File: src/rtl/game_pkg.sv
// rtl/game_pkg.sv - shared constants and FSM state type for the 2048 board link
package game_pkg;

    localparam int BOARD_N = 4;
    localparam int CELLS   = BOARD_N * BOARD_N;
    localparam int CELL_W  = 21;
    localparam int MAX_EXP = 20;

    localparam logic [7:0] FRAME_HDR   = 8'hA5;
    localparam int         FRAME_LEN   = 18;
    localparam logic [7:0] EXP_INVALID = 8'hFF;

    typedef enum logic [1:0] {
        S_IDLE      = 2'd0,
        S_START_BIT = 2'd1,
        S_DATA      = 2'd2,
        S_STOP_BIT  = 2'd3
    } tx_state_t;

endpackage

File: src/rtl/board_uart_tx_tile_log2.sv
// rtl/board_uart_tx_tile_log2.sv - combinational tile value to log2 exponent encoder
module tile_log2
    import game_pkg::*;
#(
    parameter int W = game_pkg::CELL_W
) (
    input  logic [W-1:0] i_cell,
    output logic [7:0]   o_exp,
    output logic         o_valid
);

    // Exact match against 2^1..2^MAX_EXP; empty cell encodes as 0; anything else is invalid.
    // Any bit above MAX_EXP can never match a power in range, so wide cells are rejected naturally.
    always_comb begin
        o_exp   = EXP_INVALID;
        o_valid = 1'b0;
        for (int k = 1; k <= MAX_EXP; k++) begin
            if (i_cell == (W'(1) << k)) begin
                o_exp   = 8'(k);
                o_valid = 1'b1;
            end
        end
        if (i_cell == '0) begin
            o_exp   = 8'h00;
            o_valid = 1'b1;
        end
    end

endmodule

File: src/rtl/board_uart_tx.sv
// rtl/board_uart_tx.sv - snapshots the 4x4 board and sends it as an 18-byte UART 8N1 frame
module board_uart_tx #(
    parameter int CLK_FREQ = 100000000,
    parameter int BAUD     = 115200,
    parameter int CELL_W   = game_pkg::CELL_W
) (
    input  logic                 clk,
    input  logic                 rst,
    input  logic [16*CELL_W-1:0] board_flat,
    input  logic                 start,
    output logic                 busy,
    output logic                 done,
    output logic                 err,
    output logic                 tx
);

    import game_pkg::*;

    localparam int CLKS_PER_BIT = CLK_FREQ / BAUD;
    localparam int CNT_W        = $clog2(CLKS_PER_BIT);

    tx_state_t        r_state;
    tx_state_t        w_state_next;
    logic [CNT_W-1:0] r_baud_cnt;
    logic [CNT_W-1:0] w_baud_next;
    logic [2:0]       r_bit_idx;
    logic [2:0]       w_bit_next;
    logic [4:0]       r_byte_idx;
    logic [4:0]       w_byte_next;
    logic             r_done;
    logic             w_done_next;
    logic             w_accept;
    logic             w_bit_end;

    logic [7:0]       r_snap [CELLS];
    logic [7:0]       r_csum;
    logic             r_err;

    logic [7:0]       w_exp [CELLS];
    logic [CELLS-1:0] w_valid;
    logic [7:0]       w_csum;
    logic [7:0]       w_cur_byte;
    logic [3:0]       w_snap_idx;

    // One encoder per cell so the whole board is snapshotted in the accept cycle.
    for (genvar g = 0; g < CELLS; g++) begin : g_tile
        tile_log2 #(.W(CELL_W)) u_tile (
            .i_cell  (board_flat[g*CELL_W +: CELL_W]),
            .o_exp   (w_exp[g]),
            .o_valid (w_valid[g])
        );
    end

    // Checksum over the freshly encoded payload, captured together with the snapshot.
    always_comb begin
        w_csum = 8'h00;
        for (int i = 0; i < CELLS; i++) begin
            w_csum = w_csum ^ w_exp[i];
        end
    end

    assign w_bit_end = (r_baud_cnt == CNT_W'(CLKS_PER_BIT - 1));

    // Next-state logic: start/data/stop bits each last CLKS_PER_BIT cycles, bytes run back-to-back.
    always_comb begin
        w_state_next = r_state;
        w_baud_next  = w_bit_end ? '0 : r_baud_cnt + CNT_W'(1);
        w_bit_next   = r_bit_idx;
        w_byte_next  = r_byte_idx;
        w_done_next  = 1'b0;
        w_accept     = 1'b0;
        case (r_state)
            S_IDLE: begin
                w_baud_next = '0;
                w_bit_next  = 3'd0;
                w_byte_next = 5'd0;
                if (start) begin
                    w_accept     = 1'b1;
                    w_state_next = S_START_BIT;
                end
            end
            S_START_BIT: begin
                if (w_bit_end) begin
                    w_state_next = S_DATA;
                    w_bit_next   = 3'd0;
                end
            end
            S_DATA: begin
                if (w_bit_end) begin
                    if (r_bit_idx == 3'd7) begin
                        w_state_next = S_STOP_BIT;
                    end else begin
                        w_bit_next = r_bit_idx + 3'd1;
                    end
                end
            end
            S_STOP_BIT: begin
                if (w_bit_end) begin
                    if (r_byte_idx < 5'(FRAME_LEN - 1)) begin
                        w_byte_next  = r_byte_idx + 5'd1;
                        w_state_next = S_START_BIT;
                    end else begin
                        w_byte_next  = 5'd0;
                        w_state_next = S_IDLE;
                        w_done_next  = 1'b1;
                    end
                end
            end
            default: begin
                w_state_next = S_IDLE;
            end
        endcase
    end

    // State, bit timing counters and the done pulse.
    always_ff @(posedge clk or negedge rst) begin
        if (!rst) begin
            r_state    <= S_IDLE;
            r_baud_cnt <= '0;
            r_bit_idx  <= 3'd0;
            r_byte_idx <= 5'd0;
            r_done     <= 1'b0;
        end else begin
            r_state    <= w_state_next;
            r_baud_cnt <= w_baud_next;
            r_bit_idx  <= w_bit_next;
            r_byte_idx <= w_byte_next;
            r_done     <= w_done_next;
        end
    end

    // Snapshot, checksum and error flag are only loaded on an accepted start, so later board edits are ignored.
    always_ff @(posedge clk or negedge rst) begin
        if (!rst) begin
            for (int i = 0; i < CELLS; i++) begin
                r_snap[i] <= 8'h00;
            end
            r_csum <= 8'h00;
            r_err  <= 1'b0;
        end else if (w_accept) begin
            r_snap <= w_exp;
            r_csum <= w_csum;
            r_err  <= ~(&w_valid);
        end
    end

    assign w_snap_idx = 4'(r_byte_idx - 5'd1);

    // Byte currently on the wire: header, sixteen exponents, checksum.
    always_comb begin
        w_cur_byte = r_snap[w_snap_idx];
        if (r_byte_idx == 5'd0) begin
            w_cur_byte = FRAME_HDR;
        end else if (r_byte_idx == 5'(FRAME_LEN - 1)) begin
            w_cur_byte = r_csum;
        end
    end

    // Line level decoded from registered state, so an async reset returns it high at once.
    always_comb begin
        tx = 1'b1;
        case (r_state)
            S_START_BIT: tx = 1'b0;
            S_DATA:      tx = w_cur_byte[r_bit_idx];
            default:     tx = 1'b1;
        endcase
    end

    assign busy = (r_state != S_IDLE);
    assign done = r_done;
    assign err  = r_err;

endmodule

File: config.mk
export PLATFORM = sky130hd
export DESIGN_NAME = board_uart_tx
export DESIGN_NICKNAME = d
export VERILOG_FILES = /design/src/rtl/game_pkg.sv /design/src/rtl/board_uart_tx_tile_log2.sv /design/src/rtl/board_uart_tx.sv
export SDC_FILE = /design/constraint.sdc
export NUM_CORES = 1
export LEC_CHECK = 0
export BUFFER_PORTS_ARGS = -buffer_cell sky130_fd_sc_hd__buf_4
export CORE_AREA = 2 2 193 385
export CTS_CLUSTER_DIAMETER = 200
export CTS_CLUSTER_SIZE = 25
export DETAILED_ROUTE_END_ITERATION = 10
export DIE_AREA = 0 0 195 387
export SYNTH_ARGS = -nofsm -noshare
export SYNTH_HDL_FRONTEND = slang
export SYNTH_HIERARCHICAL = 1
export SYNTH_SLANG_ARGS = --single-unit
File: constraint.sdc
create_clock -name clk -period 5.7 [get_ports clk]
set_input_delay 0.57 -clock clk [delete_from_list [all_inputs] [get_ports clk]]
set_output_delay 0.57 -clock clk [all_outputs]
set_load 0.1 [all_outputs]
# Word-level counts from Yosys, hierarchy flattened
# Cells that the tools add are included.
# classes
n_mux	701
eq_ne	332
bitwise_logic	17
n_lt_le_gt_ge	3
n_reduce_logical	25
n_addsub	4
# op_table
cell	n
two-way mux 8 bit	340
two-way mux 1 bit	343
equality test 21 x 10 -> 1 bit (second input constant)	16
equality test 21 x 11 -> 1 bit (second input constant)	16
equality test 21 x 12 -> 1 bit (second input constant)	16
equality test 21 x 13 -> 1 bit (second input constant)	16
equality test 21 x 14 -> 1 bit (second input constant)	16
equality test 21 x 15 -> 1 bit (second input constant)	16
equality test 21 x 16 -> 1 bit (second input constant)	16
equality test 21 x 17 -> 1 bit (second input constant)	16
equality test 21 x 18 -> 1 bit (second input constant)	16
equality test 21 x 19 -> 1 bit (second input constant)	16
equality test 21 x 2 -> 1 bit (second input constant)	16
equality test 21 x 20 -> 1 bit (second input constant)	16
equality test 21 bit (second input constant)	16
equality test 21 x 3 -> 1 bit (second input constant)	16
equality test 21 x 4 -> 1 bit (second input constant)	16
equality test 21 x 5 -> 1 bit (second input constant)	16
equality test 21 x 6 -> 1 bit (second input constant)	16
equality test 21 x 7 -> 1 bit (second input constant)	16
equality test 21 x 8 -> 1 bit (second input constant)	16
equality test 21 x 9 -> 1 bit (second input constant)	16
zero test 21 bit	16
bitwise XOR 8 bit	15
33 further kinds	48
# totals
inputBits	339
elab_cells	1105
regBits	158
out_inout_bits	4

# Longest topological paths before layout
# Gate-level depths: netlist (run 1).
# depth
word_depth	37
mapped_depth	12
ltp_nobuf	10

# Modules after synthesis
# Netlist (run 1), hierarchy kept.
# by_module_without_submodules
mod	area_each_um2	seq_area_each_um2	instances	cells_each
tile_log2	590.6	0.0	16	82
board_uart_tx	8529.4	3953.8	1	700

# Least setup slack after synthesis (run 1)
# Ideal clock, no wire load.
# synth_timing
kind	register to output
start	register r_byte_idx[0]
end	output port tx
path_stages_with_launch	12
setup_slack_ps	1479
arrival_ps	3651
path_buffers	2
t_required_ps	5130
cell_sequence	dfrtp_1 buf_4 inv_2 ha_1 xor2_2 buf_2 nand2_1 a32oi_1 a31oi_1 o211ai_1 nand3_1 o221ai_1
# synth_between
elab_chain_cells	10
word_cells_on_any_way	12
classes_between	add/sub (1); eq/ne (1); mux (8); bitwise (1); reduce/logical (1)
# synth_lines
item	line	rtl
start, declared	board_uart_tx.sv:28	logic [4:0] r_byte_idx;
start signal, assigned	board_uart_tx.sv:127	r_byte_idx <= w_byte_next;
subtractor 4 x 1 -> 4 bit	board_uart_tx.sv:147	assign w_snap_idx = 4'(r_byte_idx - 5'd1);
NOT 4 -> 5 bit (implied by the code)	board_uart_tx.sv:151	w_cur_byte = r_snap[w_snap_idx];
binary-select mux 8 bit (select 4 bit)	board_uart_tx.sv:151	
two-way mux 8 bit (implied by the code) (2 in series)	board_uart_tx.sv:151	
two-way mux 8 bit	board_uart_tx.sv:154	end else if (r_byte_idx == 5'(FRAME_LEN - 1)) begin
two-way mux 8 bit (*)	board_uart_tx.sv:152	if (r_byte_idx == 5'd0) begin
binary-select mux 1 bit (select 3 bit) (*)	board_uart_tx.sv:164	S_DATA: tx = w_cur_byte[r_bit_idx];
two-way mux 1 bit (implied by the code) (*)	board_uart_tx.sv:164	
one-hot mux 1 bit (2 select lines) (*)	board_uart_tx.sv:162	case (r_state)
end, declared	board_uart_tx.sv:14	output logic tx
# Mark *: on every way between the ends. The rest lies on a longest branch, timed or not. The select of a mux whose other input is x is not followed.

# Worst setup path after layout (run 1)
# layout_timing
start	register r_byte_idx[1]
end	output port tx
# Same word-level chain as after synthesis.

==> results of run 1 <==
-- cells by family (layout without fill, tap and decap cells) --
| logic type | Yosys count | in the layout | share of synthesized area [%] |
|---|---|---|---|
| flip-flops | 158 | 158 | 22.0 |
| AO/OA/AOI/OAI | 434 | 434 | 19.0 |
| buffers and inverters | 170 | 424 | 4.47 |
| AND/OR/NAND/NOR | 756 | 756 | 26.5 |
| multiplexers | 178 | 178 | 12.2 |
| adder cells (fa/ha/maj) | 27 | 27 | 1.66 |
| XOR/XNOR | 289 | 289 | 14.1 |
-- per-stage QoR --
stage          hold WS (ns)  worst slack (ns)  area, sq um  utilization [%]
2_1_floorplan         0.274              1.48        18000                -
3_3_place_gp          0.467              1.84        21200             29.2
3_5_place_dp          0.473              1.82        21200             29.2
4_1_cts               0.120              1.31        21800             30.0
5_1_grt               0.149              1.05        21800             30.0
6_report             0.0993              1.30        21800             30.0
-- routing by layer --
layer  up-vias  GRT usage (%)  part of all wire [%]
li1       8180              -                     -
met1      8046           15.2                    34
met2       379           34.4                    59
met3       104           1.23                   2.6
met4         2           7.95                   4.8
met5         -              0                 0.021
-- worst max-delay path, stage by stage, from the launching register on --
cell      delay (ns)
dfrtp_1         0.43
inv_1           0.14
ha_1            0.32
xor2_4          0.84
mux4_2          0.60
mux2i_1         0.16
o221ai_1        0.14
a21oi_1         0.19
o221ai_1        0.24
buf_4           0.32
-- where the power goes --
part,switching [mW],internal [mW]
logic,1.12,0.716
registers,0.0433,1.16
clock network,0.476,0.701
total,1.64,2.57
-- Yosys cell counts, types with 19 or more instances --
library cell  number
buf_4             33
nand2_1          139
mux2_2           129
inv_1             40
nor3_1           132
a211oi_1          37
o211ai_2          32
dfrtp_1          158
buf_2             22
nor2_1           118
xnor2_1          204
o211a_1           32
or4_1             33
clkbuf_1          71
nor4_4            32
mux4_2            20
o211ai_1          34
nand4_1           54
nand3_1           33
or2_2             34
xor2_1            84
a22o_1            19
o41ai_1           32
nand4b_1          32
or4_4             32
nor4_1            35
o21ai_0          101
mux2i_1           29
a31oi_1           21
a21oi_1           24
-- worst paths after layout --
kind | to | startpoint | slack [ns]
min in group clk | r_baud_cnt[0] | r_baud_cnt[0] | 0.48
min reg2reg | r_baud_cnt[0] | r_baud_cnt[0] | 0.48
max in group asynchronous | r_snap[24] | rst | 4.38
max reg2reg | r_snap[81] | r_state[0] | 3.23
max | tx | r_byte_idx[1] | 1.30
min | done | rst | 0.1
-- cell type report --
class	instances	area, sq um	share of cell area, %
Multi-Input combinational cell	1684	13200	60.9
Sequential cell	158	3950	18.2
Timing Repair Buffer	352	2650	12.2
Tap cell	923	1150	5.31
Clock buffer	19	443	2.04
Clock inverter	12	160	0.736
Inverter	41	154	0.707
-- registers in the layout (all words and copies together) (netlist names) --
name        count
r_baud_cnt     10
done            1
err             1
r_bit_idx       3
r_state         2
r_snap        128
r_byte_idx      5
r_csum          8
==> metrics.txt, run 1 <==
status complete, no violations; CTS max path bufs 2; post-synth top area share 22.0%; Final Critical Period 4.40 ns; first-pass GRT wire length about 95000 um; share of post-route cells with drive strength above 1 30.9%; Initial Util 24.8%; period utilization 77.2%; Gate Count Post-Synth 2012; Final Setup Violations 0; # nets final 2604; placed insts 3158; Routed WL per cell 19.7 um; CP endpoint kind output port; core area 72500 sq um; unrepaired setup endpoints after global routing false; area of the die 75500 sq um; area leader, netlist dfrtp_1; initial antenna violation count 3; GP Congestion 0.872; synth unique cells 65; crit path DAT around 3.8 ns; Post-synth EDFFs 0; register area share after synthesis a little over a fifth; via count 16700; CTS-repair resized insts 0; count of input and output buffers between 300 and 400; critical path peak fanout 34; CTS Sinks about 160; Pleak 7.72 nW; setup TNS 0 ns; most frequent cells in the layout buf_4, xnor2_1, dfrtp_1; clock root cell clkbuf_16; Synth area leaders dfrtp_1, xnor2_1, mux2_2, xor2_1, nor4_4; TritonRoute pass-1 iters 7; # IOs 343; Area Growth Syn to Fin 21.0%; CTS H-tree depth 4; largest net degree at the start of global routing 69; Overflow after GRT 0; Setup crit start kind register; Worst-path clk slew ~0.060 ns; Mean Syn Cell Area roughly 9 sq um; CTS buffer count 17; number of max-cap violations 0; Top FF cell, synth dfrtp_1; FF-to-FF path depth 5; fraction of registers with async set/reset 100%; Via density about 5.2; syn nets ~2400; Die Span Y 387 um; Netlist Area Pre-Place 18000 sq um; CTS tree done; Final ANT Viol Nets 0; Synthesis Warnings 6; Layout Cells excl Fill ~3200; pwr dens 194 nW/um^2; DRC viols 0; total power between 4 and 5 mW; number of synthesized register bits 158; commonest non-fill, non-tap cell in the layout buf_4; critical path class reg2out; Final Skew 0.00884 ns; fin. max-slew vios 0; dpl hpwl 53200 um; WL final 62800 um; Die X 195 um; Slew @ Worst Pin 1.06 ns; Antenna Cells 0; max frequency 0.227 GHz; HP Class in2async; vias in the first global route 17100; Iter 0 DRT Violations 501; slew margin rel. 29.1%; peak supply drop between 0.0002 and 0.00025 V; row count 140; CTS Hold Bufs 0; WP data required 5.13 ns; final hold vios 0; Layout fillers 7731; Total GRT Usage roughly 16%; Clk Latency, worst-skew pair 0.45 ns; postcts setup bufs 0
Note: power is estimated with default switching activity, not from simulation.
==> run 2: changes to the inputs <==
Clock period 5.7 ns to 4.16 ns, I/O delays scaled along.
==> run 2 against run 1 <==
Clock skew is 0.0032 ns lower. Core utilization increased by 0.19 points. Total power up 41%. Sequential share of layout area shrank 0.12 points. Global-route usage about the same. Sequential power up 37%. Largest cell class unchanged.
==> metrics.txt, run 2 (synthesized netlist as in run 1, its figures left out) <==
Worst-path clk slew approximately 0.060 ns; via count 16900; DRC viols 0; postcts setup bufs 0; row count between 100 and 150; Die X 195 um; Initial Util roughly 25%; CTS buffer count 17; core area 72500 sq um; CTS Sinks 158; design area 21900 sq um; Final Critical Period 3.97 ns; clock root cell clkbuf_16; Die Span Y a little under 400 um; CTS-repair resized insts 0; CTS Hold Bufs 0; commonest non-fill, non-tap cell in the layout buf_4; Clk Latency, worst-skew pair ~0.44 ns; Largest Register r_snap; crit path DAT 3.56 ns; max frequency 0.252 GHz; share of post-route cells with drive strength above 1 31.3%; count of input and output buffers 342; critical path class reg2out; CTS max path bufs 2; Largest register FFs 128; Area Growth Syn to Fin 21.8%; Antenna Cells 0; CP cell instances inv_1 -> ha_1 -> xnor2_2 -> nand2_1 -> a32oi_1 -> a311oi_1 -> or3_1 -> o221ai_1 -> buf_4; number of max-cap violations 0; WP data required about 3.7 ns; pwr dens between 200 and 300 nW/um^2; setup TNS 0 ns; area of the die 75500 sq um; most frequent cells in the layout buf_4, xnor2_1, dfrtp_1; critical path peak fanout 23; Final Skew 0.00564 ns; Iter 0 DRT Violations 439; total power 5.93 mW; slew margin rel. 24.7%; unrepaired setup endpoints after global routing false; Final ANT Viol Nets 0; slowest CP cell xnor2_2; Overflow after GRT 0; vias in the first global route 17300; Pleak 7.82 nW; Largest regs r_snap (128), r_baud_cnt (10), r_csum (8); HP Class in2async; Final Setup Violations 0; placed insts 3172; peak supply drop 0.000258 V; dpl hpwl ~53000 um; final hold vios 0; # nets final roughly 2600; fin. max-slew vios 0; TritonRoute pass-1 iters 5; initial antenna violation count 3; first-pass GRT wire length 95900 um; # IOs 343; status complete, no violations; Min Hold Slack a little over 0.03 ns; CP endpoint kind output port; max incr delay on CP 0.88 ns; Via density 5.27; placed cell areas 21300 sq um; Slew @ Worst Pin 1.12 ns; CTS tree done; Layout Cells excl Fill 3203; WL final 62900 um; GP Congestion 0.875; Total GRT Usage between 10% and 20%; worst reg-to-reg setup slack around 1.8 ns; Routed WL per cell 19.6 um; period utilization 95.5%; CTS H-tree depth 4; largest net degree at the start of global routing 91; Setup crit start kind register; FF-to-FF path depth 5
run 2: power breakdown:
group	switching, mW	total, mW	internal [mW]
clock	0.624	1.68	1.06
combinational	1.59	2.60	1.01
sequential	0.0576	1.64	1.59
total	2.27	5.93	3.66
run 2: routing by layer:
metal | global-route usage, % | wire length [um] | up-vias
li1 | - | - | 8188
met4 | 8.01 | 3070 | 2
met1 | 15.0 | 21300 | 8155
met5 | 0 | 13 | -
met2 | 34.2 | 36800 | 418
met3 | 1.41 | 1740 | 112
run 2: through the flow:
| step | worst slack, ns | util, % |
|---|---|---|
| 6_report | 0.189 | 30.2 |
| 5_1_grt | 0.00123 | 30.2 |
| 4_1_cts | 0.239 | 30.2 |
| 3_5_place_dp | 0.526 | 29.3 |
| 3_3_place_gp | 0.625 | 29.3 |
| 2_1_floorplan | 0.0933 | - |
run 2: final cells by class:
class / instances / area (sq um)
Multi-Input combinational cell: 1684 / 13200
Timing Repair Buffer: 366 / 2760
Clock inverter: 11 / 190
Clock buffer: 20 / 437
Tap cell: 923 / 1150
Inverter: 41 / 154
Fill cell: 7726 / 50600
Sequential cell: 158 / 3950
run 2: worst paths after layout:
path | from | end
max | r_byte_idx[1] | tx
max reg2reg | r_state[1] | r_snap[6]
min in group clk | err | err
max in group asynchronous | rst | r_snap[17]
min reg2reg | err | err
min | rst | r_baud_cnt[6]
run 2: critical path: cells and delay by family (launching register included):
kind,cells,cell delay (ns)
simple gates,2,0.51
xor+xnor,1,0.88
compound gates,3,0.54
fa+ha+maj,1,0.29
flops,1,0.43
buf+inv,2,0.46
